<file path="src/rtl/pipe_hazard_ctrl.sv">
// Hazard unit: load-use stall, muldiv freeze, branch flush, EX operand forwarding; stall_cycles with PIPE_HAZARD_STALL_CNT_EN.
// Latency: outputs combinational from inputs and a registered EX/MEM/WB shadow pipeline; state updates each clk edge.
// Backpressure: freeze holds PC, IF/ID and ID/EX; load-use holds PC and IF/ID and inserts a bubble into ID/EX.
module pipe_hazard_ctrl #(
   parameter int unsigned REG_AW        = 5,
   parameter int unsigned MULDIV_CYCLES = 4,
   parameter int unsigned CNT_W         = 32
) (
   input  logic              clk,
   input  logic              reset,
   input  logic              id_valid,
   input  logic              id_regwrite,
   input  logic              id_memread,
   input  logic              id_muldiv,
   input  logic [REG_AW-1:0] id_rs,
   input  logic [REG_AW-1:0] id_rt,
   input  logic [REG_AW-1:0] id_rd,
   input  logic              id_uses_rs,
   input  logic              id_uses_rt,
   input  logic              ex_branch_taken,
   output logic              pc_write_enable,
   output logic              enable_ifid,
   output logic              enable_idex,
   output logic              nop_mux_sel,
   output logic              flush_ifid,
   output logic [1:0]        fwd_a,
   output logic [1:0]        fwd_b
`ifdef PIPE_HAZARD_STALL_CNT_EN
   ,
   output logic [CNT_W-1:0]  stall_cycles
`endif
);

   if (MULDIV_CYCLES < 1 || MULDIV_CYCLES > 255 || CNT_W < 1) begin : g_param_check
      $error("pipe_hazard_ctrl: MULDIV_CYCLES must be 1..255 and CNT_W >= 1");
   end

   typedef struct packed {
      logic              valid;
      logic              regwrite;
      logic              memread;
      logic              muldiv;
      logic [REG_AW-1:0] rd;
      logic [REG_AW-1:0] rs;
      logic [REG_AW-1:0] rt;
   } stage_t;

   stage_t     ex_q, ex_d, mem_q, mem_d, wb_q, wb_d;
   stage_t     id_s;
   logic [7:0] busy_q, busy_d;
   logic       freeze, load_use_raw, load_use, flush;

   function automatic logic [1:0] fwd_sel(input logic [REG_AW-1:0] src,
                                          input stage_t mem_s, input stage_t wb_s);
      logic [1:0] sel;
      sel = 2'b00;
      if (mem_s.valid && mem_s.regwrite && mem_s.rd != '0 && mem_s.rd == src)
         sel = 2'b01;
      else if (wb_s.valid && wb_s.regwrite && wb_s.rd != '0 && wb_s.rd == src)
         sel = 2'b10;
      return sel;
   endfunction

   always_comb begin
      id_s = '{valid: id_valid, regwrite: id_regwrite, memread: id_memread,
               muldiv: id_muldiv, rd: id_rd, rs: id_rs, rt: id_rt};

      freeze       = (busy_q != 8'd0);
      load_use_raw = id_valid && ex_q.valid && ex_q.memread && (ex_q.rd != '0) &&
                     ((id_uses_rs && ex_q.rd == id_rs) || (id_uses_rt && ex_q.rd == id_rt));
      flush        = ex_branch_taken && !freeze;
      load_use     = load_use_raw && !flush && !freeze;

      pc_write_enable = !(freeze || load_use);
      enable_ifid     = !(freeze || load_use);
      enable_idex     = !freeze;
      nop_mux_sel     = flush || load_use;
      flush_ifid      = flush;

      fwd_a = fwd_sel(ex_q.rs, mem_q, wb_q);
      fwd_b = fwd_sel(ex_q.rt, mem_q, wb_q);

      // A frozen long op stays in EX while MEM takes bubbles, so older results still retire.
      wb_d   = mem_q;
      ex_d   = ex_q;
      mem_d  = '0;
      busy_d = (busy_q != 8'd0) ? busy_q - 8'd1 : 8'd0;
      if (!freeze) begin
         mem_d = ex_q;
         ex_d  = (flush || load_use) ? stage_t'('0) : id_s;
         if (ex_d.valid && ex_d.muldiv)
            busy_d = 8'(MULDIV_CYCLES - 1);
      end
   end

   always_ff @(posedge clk) begin
      if (reset) begin
         ex_q   <= '0;
         mem_q  <= '0;
         wb_q   <= '0;
         busy_q <= 8'd0;
      end else begin
         ex_q   <= ex_d;
         mem_q  <= mem_d;
         wb_q   <= wb_d;
         busy_q <= busy_d;
      end
   end

`ifdef PIPE_HAZARD_STALL_CNT_EN
   logic [CNT_W-1:0] stall_q, stall_d;

   always_comb begin
      stall_d = stall_q;
      if (!pc_write_enable && stall_q != '1)
         stall_d = stall_q + CNT_W'(1);
   end

   always_ff @(posedge clk) begin
      if (reset) stall_q <= '0;
      else       stall_q <= stall_d;
   end

   assign stall_cycles = stall_q;
`endif

   // WB only needs valid/regwrite/rd; the remaining fields ride along for a uniform stage record.
   logic unused_wb_fields;
   assign unused_wb_fields = ^{wb_q.memread, wb_q.muldiv, wb_q.rs, wb_q.rt};

endmodule

</file>
<file path="config.mk">
export PLATFORM = sky130hd
export DESIGN_NAME = pipe_hazard_ctrl
export DESIGN_NICKNAME = d
export VERILOG_FILES = /design/src/rtl/pipe_hazard_ctrl.sv
export SDC_FILE = /design/constraint.sdc
export NUM_CORES = 1
export LEC_CHECK = 0
export CAP_MARGIN = 15
export CORE_UTILIZATION = 50
export CTS_CLUSTER_SIZE = 16
export DETAILED_ROUTE_END_ITERATION = 7
export GPL_ROUTABILITY_DRIVEN = 0
export PLACE_DENSITY = 0.8
export SYNTH_ARGS = -nofsm -noshare
export SYNTH_HDL_FRONTEND = slang
export SYNTH_SLANG_ARGS = --single-unit
export TNS_END_PERCENT = 10
</file>
<file path="constraint.sdc">
create_clock -name clk -period 3.7 [get_ports clk]
set_clock_uncertainty 0.2 [all_clocks]
set_input_delay 0.74 -clock clk [delete_from_list [all_inputs] [get_ports clk]]
set_output_delay 0.74 -clock clk [all_outputs]
set_load 0.01 [all_outputs]
</file>
## After elaboration in Yosys (flattened, before gate mapping)

Cells that the tools add are included.

| operators by class | value |
|---|---|
| $add $sub $neg | 1 |
| $mul | 0 |
| divide/modulo/power cells | 0 |
| magnitude comparators | 0 |
| eq/ne operators | 6 |
| shifts and indexed selects | 0 |
| multiplexer cells | 8 |
| bitwise gates (word level) | 0 |
| reductions and logical operators | 29 |

Operators with widths:

| operator | number |
|---|---|
| $eq A5 B5 Y1 | 6 |
| $mux W8 | 3 |
| $mux W19 | 1 |
| $logic_and A1 B1 Y1 | 18 |
| $reduce_bool A5 Y1 | 3 |
| $mux W2 | 4 |
| $reduce_bool A8 Y1 | 1 |
| $sub A8 B1 Y8 const B | 1 |
| $logic_not A1 Y1 | 3 |
| $logic_or A1 B1 Y1 | 3 |
| $reduce_or A2 Y1 | 1 |

| word-level totals | value |
|---|---|
| flip-flop bits (word level) | 40 |
| bits in latches | 0 |
| memory bits (writable) | 0 |
| bits in read-only memories | 0 |
| bits of input ports | 24 |
| word-level logic and storage cells | 57 |
| memories | 0 |

## Logic depth before layout (Yosys ltp)

Gate-level depths: netlist of run 1.

| depth | value |
|---|---|
| depth in word-level cells | 11 |
| mapped depth | 8 |
| depth with buffers taken out | 6 |

## Worst setup path after synthesis of run 1

Ideal clock, no wire load.

| path | value |
|---|---|
| kind | input-to-output |
| start | input port id_rs[1] |
| end | output port pc_write_enable |
| arrival | 1.751 ns |
| data required time | 2.760 ns |
| path slack | 1.009 ns |
| stages | 5 |
| path through | xnor2_1 nand4_1 o22ai_1 a31oi_1 buf_4 |

| between the ends | value |
|---|---|
| word-level cells in the longest chain between the ends | 8 |

RTL lines:

| what | RTL line | RTL |
|---|---|---|
| from (decl) | 15 | `input logic [REG_AW-1:0] id_rs,` |
| $eq A5 B5 Y1 | 70 | `((id_uses_rs && ex_q.rd == id_rs) \|\| (id_uses_rt && ex_q.rd == id_rt));` |
| $logic_and A1 B1 Y1 | 70 |  |
| $logic_or A1 B1 Y1 | 70 |  |
| $logic_and A1 B1 Y1 | 69 | `load_use_raw = id_valid && ex_q.valid && ex_q.memread && (ex_q.rd != '0) &&` |
| $logic_and A1 B1 Y1 (2 in a row) | 72 | `load_use = load_use_raw && !flush && !freeze;` |
| $logic_or A1 B1 Y1 | n/a |  |
| $logic_not A1 Y1 | n/a |  |
| to (decl) | 21 | `output logic pc_write_enable,` |

Every way passes these cells.

## Worst setup path in the final report of run 1

| path | value |
|---|---|
| start | input port id_rs[1] |
| end | output port nop_mux_sel |

| between the ends | value |
|---|---|
| word-level cells in the longest chain between the ends | 7 |

RTL lines:

| what | RTL line | RTL |
|---|---|---|
| $eq A5 B5 Y1 | 70 |  |
| $logic_and A1 B1 Y1 | 70 |  |
| $logic_or A1 B1 Y1 | 70 |  |
| $logic_and A1 B1 Y1 | 69 |  |
| $logic_and A1 B1 Y1 (2 in a row) | 72 |  |
| $logic_or A1 B1 Y1 | 77 | `nop_mux_sel = flush \|\| load_use;` |
| to (decl) | 24 | `output logic nop_mux_sel,` |

Every way passes these cells.

==> metrics.md, run 1 <==
| Metric | Value |
|---|---|
| Area fraction of the dominant cell type after synthesis | `0.459` |
| Die ar. | `0.00373 sq mm` |
| Nets@finish | `232` |
| CTS tree | `built` |
| WHS Endpoint | `wb_q[18]$_SDFF_PP0_` |
| Most frequent cells in the layout | `40 x dfxtp_1, 32 x clkdlybuf4s50_1, 19 x xnor2_1` |
| Vias in the first global route | `1,409` |
| # port buffers | `32` |
| PnR Total Power | `roughly 1.4 mW` |
| Pre-CTS WS | `221 ps` |
| Gr busiest metal | `met2` |
| DRC Markers | `0` |
| CTS max path bufs | `2` |
| Status | `complete, no violations` |
| Hold_sp | `mem_q[18]$_SDFF_PP0_` |
| Reg2reg path depth | `5` |
| Vias | `1,368` |
| Global-route wire length before repair | `6240 um` |
| Worst Hold Depth | `1` |
| Row cnt | `21` |
| Max-cap viol count | `0` |
| R2R Setup Slk | `1390 ps` |
| Drt wl/cell | `about 15 um` |
| Post-synthesis adder-cell area fraction | `0.0143` |
| Hold Path Class | `reg2reg` |
| Final-report hold violation count | `0` |
| Final period util | `0.953` |
| Path type of the worst setup path | `in2out` |
| Netlist Area Pre-Place | `0.00175 sq mm` |
| Post-CTS Setup Repair Bufs | `0` |
| Total grt overflow | `0` |
| RR Startpoint | `busy_q[3]$_SDFF_PP0_` |
| DRT iter0 DRCs | `47` |
| Drt first pass iters | `4` |
| Post-synth ARST share | `0` |
| Dpl hpwl | `2950 um` |
| Final core utilization | `0.660` |
| Clk sink count | `40` |
| Worst skew pair latency | `340 ps` |
| Achievable Freq | `284 MHz` |
| Main combinational cell family by area after synthesis | `XOR/XNOR gates` |
| Synthesized area per cell | `10.3 sq um` |
| Post-route ant nets | `0` |
| Met2 Use GR | `0.401` |
| Register area share after synthesis | `0.459` |
| CP Launch Type | `input pin` |
| Share of cells above drive strength 1 | `0.0821` |
| #FFs+latches synth | `40` |
| Clk root buf | `clkbuf_4` |
| Crit path capture type | `output pin` |
| Tmin final | `3530 ps` |
| Post-DP Area | `0.00210 sq mm` |
| Post-synth EDFFs | `0` |
| Final cell area excluding filler cells | `0.00220 sq mm` |
| Post-synthesis compound-gate area fraction | `0.144` |
| Largest net degree at the start of global routing | `20` |
| Setup TNS Final | `0 ps` |
| Post-Synth Simple-Gate Area | `0.175` |
| Die Wd | `61.1 um` |
| Yosys cell types | `31` |
| Xor/xnor share of the synthesized area | `0.176` |
| Commonest non-fill, non-tap cell in the layout | `dfxtp_1` |
| Worst VDD drop | `0.000360 V` |
| RSZ-0062 raised after global routing | `false` |
| I/O Pins | `33` |
| Hold Buf Count CTS | `0` |
| TritonCTS Buffers | `5` |
| Top FF cell, synth | `dfxtp_1` |
| Initial Utilization | `0.523` |
| Clk pin slew, worst setup/hold paths | `roughly 110 ps` |
| Final worst slack | `174 ps` |
| Ant diodes | `0` |
| Area leader, netlist | `dfxtp_1` |
| Pins Over Slew Limit | `0` |
| Core ar. | `about 0.0033 sq mm` |
| Synth area leaders | `dfxtp_1 46%, xnor2_1 9.5%, a22o_1 9.0%, xor2_1 8.0%, nor2_1 3.0%` |
| Grt met1 use | `0.264` |
| Ys Warns | `0` |
| WL final | `3750 um` |
| Worst path required time | `2760 ps` |
| Rel. slew slack | `0.499` |
| Die Span Y | `61.1 um` |
| Htree depth | `2` |
| Met3 global-route usage | `0.0693` |
| Endpoints failing setup | `0` |
| Pwr/cell area | `a little over 600 mW/mm^2` |
| Syn_nets | `196` |
| Syn-to-layout area delta | `26.2%` |
| Worst Max-Slew Pin Slew | `about 750 ps` |
| Initial antenna violation count | `0` |
| DR vias/cell | `5.41` |
| Post-synthesis mux area share | `0` |
| Arr. time, crit path | `2590 ps` |
| Leak | `around 0.91 nW` |
| GRT Total Usage | `0.234` |
| # resized after CTS | `0` |
| Crit-path max FO | `3` |
| Reg2reg end | `ex_q[8]$_SDFFE_PP0N_` |
| Syn Inst Count | `170` |
worst max-delay path, stage by stage:
cell and delay, ps:
clkdlybuf4s50_1 490, xnor2_1 150, nand4_1 170, o22ai_1 290, a21oi_1 110, nor2_1 100, clkdlybuf4s50_1 540
worst max path at each step:
stage,start,end,cells past startpoint
after floorplan,id_rs[1],pc_write_enable,5
after global placement,id_rs[1],nop_mux_sel,7
after detailed placement,id_rs[1],nop_mux_sel,7
after CTS,id_rs[1],nop_mux_sel,7
after global routing,id_rs[1],nop_mux_sel,7
final,id_rs[1],nop_mux_sel,7
sequential cells by signal, indices dropped and copies added, names as in the netlist:
register	count
busy_q	8
wb_q	7
mem_q	7
ex_q	18
metrics by stage:
step           std cells  hold slack, ps
5_1_grt              253             294
3_3_place_gp         244             259
2_1_floorplan        170             230
4_1_cts              252             285
6_report             253             288
3_5_place_dp         244             263
logic make-up after synthesis:
kind of cell               count (synthesis)
AOI/OAI and AO/OA                         29
xor gates and xnor gates                  35
adders and majority gates                  2
buffers and inverters                     10
DFF                                       40
and+or+nand+nor                           54
metal layers:
| layer | wire length [um] | vias to the layer above |
|---|---|---|
| met5 | 0 | - |
| met4 | 110 | 0 |
| met3 | 184 | 14 |
| met2 | 1960 | 41 |
| met1 | 1490 | 648 |
| li1 | - | 665 |
cell type report:
cell class	count	area [sq um]
fillers	273	1130
inverters	4	15.0
clock inverters	1	30.0
multi-input cells	120	888
flip-flops and latches	40	801
well taps	46	57.6
repair buffers	35	347
clock buffers	7	65.1
power breakdown:
part           total, mW  leakage, nW  switching (mW)  internal (mW)
Clock              0.316       0.0515           0.137          0.179
Sequential         0.583        0.325          0.0801          0.503
Combinational      0.460        0.536           0.227          0.233
Total               1.36        0.912           0.444          0.916
Yosys cell counts (all sizes together) (4+ instances only):
cell type	n
xor2	16
nor2b	7
dfxtp	40
a22o	18
nand2	4
and2	7
nor2	14
nor4	6
inv	4
buf	4
or4	4
xnor2	19
No activity file was read; power rests on OpenSTA's default activity.
==> run 2: changes to the inputs <==
- ABC_CLOCK_PERIOD_IN_PS: not set -> 3700
- SKIP_CTS_REPAIR_TIMING: not set -> 1
==> results of run 2 <==
Same layout as run 1: the final DEF is identical, and so are final timing and power.
